==> src/rtl/snake_game_ctrl_if.sv <==
// rtl/snake_game_ctrl_if.sv - signal bundle between the snake game sequencer and its neighbours
interface snake_game_ctrl_if #(
   parameter int SCORE_W = 7
);
   logic               start_i;
   logic               pause_i;
   logic [3:0]         dir_req_i;
   logic               good_coll_i;
   logic               bad_coll_i;
   logic [SCORE_W-1:0] score_i;
   logic               move_tick_o;
   logic [3:0]         dir_o;
   logic               good_coll_o;
   logic               bad_coll_o;
   logic [1:0]         state_o;
   logic               game_over_o;

   // pulse sources and score tracker side: drive requests, observe sequencer outputs
   modport master (
      output start_i, pause_i, dir_req_i, good_coll_i, bad_coll_i, score_i,
      input  move_tick_o, dir_o, good_coll_o, bad_coll_o, state_o, game_over_o
   );

   // sequencer side
   modport slave (
      input  start_i, pause_i, dir_req_i, good_coll_i, bad_coll_i, score_i,
      output move_tick_o, dir_o, good_coll_o, bad_coll_o, state_o, game_over_o
   );
endinterface

==> src/rtl/snake_game_ctrl.sv <==
// rtl/snake_game_ctrl.sv - game state machine, move tick, direction arbitration and collision gating
module snake_game_ctrl #(
   parameter int TICK_DIV  = 25,
   parameter int MAX_SCORE = 50,
   parameter int SCORE_W   = 7
) (
   input  logic              clk,
   input  logic              rst,
   snake_game_ctrl_if.slave  bus
);
   localparam int         CNT_W     = (TICK_DIV > 1) ? $clog2(TICK_DIV) : 1;
   localparam logic [3:0] DIR_RIGHT = 4'b0001;

   typedef enum logic [1:0] {
      ST_IDLE    = 2'd0,
      ST_PLAYING = 2'd1,
      ST_PAUSED  = 2'd2,
      ST_OVER    = 2'd3
   } state_t;

   state_t           r_state;
   state_t           w_state_nxt;
   logic [CNT_W-1:0] r_cnt;
   logic [3:0]       r_pending;
   logic [3:0]       r_dir;
   logic             r_tick;
   logic             r_good;
   logic             r_bad;
   logic             r_over;

   logic             w_score_max;
   logic             w_onehot;
   logic [3:0]       w_dir_opp;
   logic             w_dir_valid;
   logic             w_wrap;
   logic             w_restart;
   logic             w_stay_play;

   assign w_score_max = {{(32-SCORE_W){1'b0}}, bus.score_i} >= MAX_SCORE;

   // A request must be one-hot and neither a reversal nor a repeat of the committed heading
   assign w_onehot    = (bus.dir_req_i != 4'd0) && ((bus.dir_req_i & (bus.dir_req_i - 4'd1)) == 4'd0);
   assign w_dir_opp   = {r_dir[2], r_dir[3], r_dir[0], r_dir[1]};
   assign w_dir_valid = w_onehot && (bus.dir_req_i != w_dir_opp) && (bus.dir_req_i != r_dir);

   assign w_wrap      = (r_cnt == CNT_W'(TICK_DIV - 1));
   assign w_restart   = ((r_state == ST_IDLE) || (r_state == ST_OVER)) && bus.start_i;
   // Ticks and counter progress only happen on cycles that stay in PLAYING,
   // which both freezes the counter on pause and drops a tick scheduled on exit
   assign w_stay_play = (r_state == ST_PLAYING) && (w_state_nxt == ST_PLAYING);

   // State register
   always_ff @(posedge clk) begin
      if (rst) begin
         r_state <= ST_IDLE;
      end else begin
         r_state <= w_state_nxt;
      end
   end

   // Next-state decode; bad collision outranks score limit, which outranks pause
   always_comb begin
      w_state_nxt = r_state;
      case (r_state)
         ST_IDLE, ST_OVER: begin
            if (bus.start_i) w_state_nxt = ST_PLAYING;
         end
         ST_PLAYING: begin
            if (bus.bad_coll_i)      w_state_nxt = ST_OVER;
            else if (w_score_max)    w_state_nxt = ST_OVER;
            else if (bus.pause_i)    w_state_nxt = ST_PAUSED;
         end
         ST_PAUSED: begin
            if (bus.pause_i) w_state_nxt = ST_PLAYING;
         end
         default: w_state_nxt = ST_IDLE;
      endcase
   end

   // Tick counter, direction commit and registered collision pulses
   always_ff @(posedge clk) begin
      if (rst) begin
         r_cnt     <= '0;
         r_pending <= DIR_RIGHT;
         r_dir     <= DIR_RIGHT;
         r_tick    <= 1'b0;
         r_good    <= 1'b0;
         r_bad     <= 1'b0;
         r_over    <= 1'b0;
      end else begin
         r_tick <= 1'b0;
         r_good <= 1'b0;
         r_bad  <= 1'b0;
         r_over <= (w_state_nxt == ST_OVER);
         if (w_restart) begin
            r_cnt     <= '0;
            r_pending <= DIR_RIGHT;
            r_dir     <= DIR_RIGHT;
         end else if (r_state == ST_PLAYING) begin
            r_bad  <= bus.bad_coll_i;
            r_good <= bus.good_coll_i & ~bus.bad_coll_i;
            if (w_dir_valid) r_pending <= bus.dir_req_i;
            if (w_stay_play) begin
               if (w_wrap) begin
                  r_cnt  <= '0;
                  r_tick <= 1'b1;
                  r_dir  <= r_pending;
               end else begin
                  r_cnt <= r_cnt + CNT_W'(1);
               end
            end
         end
      end
   end

   assign bus.move_tick_o = r_tick;
   assign bus.dir_o       = r_dir;
   assign bus.good_coll_o = r_good;
   assign bus.bad_coll_o  = r_bad;
   assign bus.state_o     = r_state;
   assign bus.game_over_o = r_over;
endmodule
==> src/flat_wrapper.sv <==
// flat-port wrapper written by rule: the top's interface ports become plain ports
module snake_game_ctrl_flat 
#(
   parameter int TICK_DIV  = 25,
   parameter int MAX_SCORE = 50,
   parameter int SCORE_W   = 7
)
  (clk, rst, bus_start_i, bus_pause_i, bus_dir_req_i, bus_good_coll_i, bus_bad_coll_i, bus_score_i, bus_move_tick_o, bus_dir_o, bus_good_coll_o, bus_bad_coll_o, bus_state_o, bus_game_over_o);
  snake_game_ctrl_if #(.SCORE_W(SCORE_W)) bus_i ();
  input  logic clk;
  input  logic rst;
  input wire logic [$bits(bus_i.start_i)-1:0] bus_start_i;
  input wire logic [$bits(bus_i.pause_i)-1:0] bus_pause_i;
  input wire logic [$bits(bus_i.dir_req_i)-1:0] bus_dir_req_i;
  input wire logic [$bits(bus_i.good_coll_i)-1:0] bus_good_coll_i;
  input wire logic [$bits(bus_i.bad_coll_i)-1:0] bus_bad_coll_i;
  input wire logic [$bits(bus_i.score_i)-1:0] bus_score_i;
  output wire logic [$bits(bus_i.move_tick_o)-1:0] bus_move_tick_o;
  output wire logic [$bits(bus_i.dir_o)-1:0] bus_dir_o;
  output wire logic [$bits(bus_i.good_coll_o)-1:0] bus_good_coll_o;
  output wire logic [$bits(bus_i.bad_coll_o)-1:0] bus_bad_coll_o;
  output wire logic [$bits(bus_i.state_o)-1:0] bus_state_o;
  output wire logic [$bits(bus_i.game_over_o)-1:0] bus_game_over_o;
  assign bus_i.start_i = bus_start_i;
  assign bus_i.pause_i = bus_pause_i;
  assign bus_i.dir_req_i = bus_dir_req_i;
  assign bus_i.good_coll_i = bus_good_coll_i;
  assign bus_i.bad_coll_i = bus_bad_coll_i;
  assign bus_i.score_i = bus_score_i;
  assign bus_move_tick_o = bus_i.move_tick_o;
  assign bus_dir_o = bus_i.dir_o;
  assign bus_good_coll_o = bus_i.good_coll_o;
  assign bus_bad_coll_o = bus_i.bad_coll_o;
  assign bus_state_o = bus_i.state_o;
  assign bus_game_over_o = bus_i.game_over_o;
  snake_game_ctrl #(.TICK_DIV(TICK_DIV), .MAX_SCORE(MAX_SCORE), .SCORE_W(SCORE_W)) u_core (.clk(clk), .rst(rst), .bus(bus_i));
endmodule
==> config.mk <==
export PLATFORM = sky130hd
export DESIGN_NAME = snake_game_ctrl_flat
export DESIGN_NICKNAME = d
export VERILOG_FILES = /design/src/rtl/snake_game_ctrl_if.sv /design/src/rtl/snake_game_ctrl.sv /design/src/flat_wrapper.sv
export SDC_FILE = /design/constraint.sdc
export NUM_CORES = 1
export LEC_CHECK = 0
export BUFFER_PORTS_ARGS = -buffer_cell sky130_fd_sc_hd__buf_2
export CAP_MARGIN = 20
export CORE_ASPECT_RATIO = 1.4
export CORE_MARGIN = 1
export CORE_UTILIZATION = 35
export CTS_CLUSTER_SIZE = 20
export DETAILED_ROUTE_END_ITERATION = 16
export GPL_TIMING_DRIVEN = 1
export PLACE_DENSITY = 0.56
export SYNTH_ARGS = -nofsm -noshare
export SYNTH_HDL_FRONTEND = slang
export SYNTH_SLANG_ARGS = --single-unit
==> constraint.sdc <==
create_clock -name clk -period 3.9 [get_ports clk]
set_clock_uncertainty 0.05 [all_clocks]
set_input_delay 0.585 -clock clk [delete_from_list [all_inputs] [get_ports clk]]
set_output_delay 0.585 -clock clk [all_outputs]
set_load 0.01 [all_outputs]
==> reports/metrics.yaml <==
min_from: "u_core.r_pending[2]"
path_clk_slew_ns: 0.10
p_leak_nw: 0.500
wl_per_cell_um: 11.5
grt_pass1_wl_mm: 3.39
power.density_nw_per_um2: 403
fin_tns_setup_ns: 0
clock_path_buffers: 2
finalMaxSlewViolations: 0
synth.distinct_cells: 33
routed_via_density: 5.16
diodes: 0
avgSynthCellArea_um2: 8.94
synthesis.area_um2: 975
drt-pass1-iter-count: 4
r2r-end: "u_core.r_cnt[2]"
post_cts_resized: 0
dp.cells: 166
period_needed_ns: 2.20
post_cts_buffers: 0
synth_area_leader_cell: "dfxtp_1"
drcViolationCount: 0
required_ns: 4.05
syn_nets: 130
clock_sinks: 19
stdcell_count: 170
synth_top_area_frac: 0.390
worstHoldPathCells: 2
die_w_um: 46.6
drv_cap: 0
grt_max_degree: 13
synth-warning-count: 0
port_buffers: 25
grt_setup_unrepaired: "false"
syn_inst: 109
dr_total_vias: 877
crit-reg2reg-launch: "u_core.bus.state_o[0]"
crit_type: "register to register"
ios: 27
status: "finished clean"
htreeDepth: 1
irDropWorstVdd_uv: 144
fillCellCount: 286
final_antenna_net_count: 0
dominantRegCellSynth: "dfxtp_1"
synth.area.top_cells: "dfxtp_1, ha_1, mux2i_1"
final-hold-violation-count: 0
synthToLayoutAreaGrowth_pct: 18.0
grt_overflow: 0
ys_seq_area_frac: 0.390
hpwl_mm: 1.50
initial_utilization: 0.369
slew_headroom: 0.643
fp.dieArea_um2: 3000
place_worst_setup_slack_ns: 1.51
min_path_type: "register to register"
setup-violations-final: 0
routed_wl_mm: 1.96
async_reset_ff_frac: 0
die_y_um: 64.4
grt_pass1_vias: 840
grt_usage: 0.154
insertion_delay_ns: 0.30
r2r_slack_ns: 1.70
synth_seq_cells: 19
antenna_found_initial: 0
coreArea_um2: 2640
post-route-period-util: 0.565
cts_tree: "yes"
endpoint_kind: "register"
hold_buffers: 0
final_nets: 156
root_buffer: "clkbuf_4"
crit_fanout: 10
cts_buffers: 3
drive_gt1_frac: 0.254
gp_congestion: 0.722
holdPathEnd: "u_core.bus.dir_o[2]"
max_freq_mhz: 454
synth-edff-count: 0
rr_worst_depth: 7
drtIter0Drc: 21
cp_data_arrival_time_ns: 2.36
rows: 22
cp-start-kind: "register"
tightest_slew_ns: 0.534
fin_ws_ns: 1.70
cell type report:
class | instances | area [um^2] | share of cell area
multi-input combinational | 81 | 553 | 0.481
inverter | 5 | 18.8 | 0.0163
timing repair buffer | 25 | 125 | 0.109
clock buffer | 3 | 22.5 | 0.0196
sequential | 19 | 380 | 0.331
tap | 36 | 45.0 | 0.0392
clock inverter | 1 | 5.00 | 0.00435
through the flow:
stage                util  hold slack [ns]  power (mW)  cell area [um^2]
floorplan               -            0.393       0.337               975
global placement    0.425            0.413       0.369              1120
detailed placement  0.425            0.419       0.372              1120
CTS                 0.435            0.437       0.471              1150
global route        0.435            0.445       0.500              1150
finish              0.435            0.431       0.464              1150
sequential cells by signal, summed over array words and instances, names as in the netlist:
| signal | cells |
|---|---|
| u_core.r_cnt | 5 |
| u_core.bus.dir_o | 4 |
| u_core.r_pending | 4 |
| u_core.bus.state_o | 2 |
| u_core.bus.bad_coll_o | 1 |
| u_core.bus.game_over_o | 1 |
| u_core.bus.good_coll_o | 1 |
| u_core.bus.move_tick_o | 1 |
worst max-delay path by stage:
stage / startpoint / end / slack (ns) / cells past startpoint
6_report: u_core.bus.state_o[0] / u_core.r_cnt[2] / 1.70 / 7
5_1_grt: u_core.bus.state_o[1] / u_core.r_cnt[2] / 1.52 / 7
4_1_cts: u_core.bus.state_o[0] / u_core.r_cnt[2] / 1.70 / 7
3_5_place_dp: bus_pause_i / u_core.r_cnt[2] / 1.51 / 6
3_3_place_gp: bus_pause_i / u_core.r_cnt[2] / 1.56 / 6
2_1_floorplan: u_core.bus.state_o[0] / u_core.r_cnt[2] / 1.87 / 9
synth_stat cells, types with 3 or more instances:
master	n
inv_1	5
nor2_1	12
ha_1	4
nand3_1	8
mux2i_1	5
nand2b_1	3
a21oi_1	8
o21ai_0	4
nor3_1	3
dfxtp_1	19
clkbuf_1	3
nand2_1	8
worst max-delay path, stage by stage, from the launching register on:
cell,delay (ns)
dfxtp_1,0.36
inv_1,0.06
ha_1,0.38
mux2i_1,0.15
a22oi_1,0.28
o221a_1,0.50
a21oi_1,0.13
a31o_1,0.19
cells by family after synthesis:
family / Yosys count / synth area share
buffers and inverters: 9 / 0.0424
AOI/OAI and AO/OA: 27 / 0.221
muxes: 5 / 0.0513
adders and majority gates: 4 / 0.0513
and+or+nand+nor: 42 / 0.217
DFF: 19 / 0.390
xor gates and xnor gates: 3 / 0.0270
layout by cell type, fill, tap and decap left out:
cell type / instances
buf_2: 25
dfxtp_1: 19
nor2_1: 12
a21oi_1: 8
nand2_1: 8
nand3_1: 8
inv_1: 5
mux2i_1: 5
o21ai_0: 4
ha_1: 4
nand2b_1: 3
nor3_1: 3
clkbuf_4: 3
o311a_1: 2
or4_1: 2
and4b_1: 2
xnor2_1: 2
a31oi_2: 2
o21a_1: 2
a22o_1: 1
a22oi_1: 1
o311a_4: 1
o221a_1: 1
o221ai_2: 1
a21o_1: 1
nand4b_1: 1
xor2_1: 1
or2_2: 1
a211oi_1: 1
o211ai_1: 1
a31o_1: 1
nor4_1: 1
and3_1: 1
clkinv_2: 1
where the power goes:
group	switching [mW]	leakage [nW]	internal, mW
Sequential	0.00685	0.154	0.204
Combinational	0.0967	0.328	0.0581
Clock	0.0603	0.0177	0.0382
metal layers:
layer | GRT usage | up-vias | wire (um)
li1 | - | 445 | -
met1 | 0.181 | 403 | 897
met2 | 0.248 | 25 | 918
met3 | 0.0167 | 4 | 105
met4 | 0.103 | 0 | 41
met5 | 0 | - | 0
Note: power is estimated with default switching activity, not from simulation.
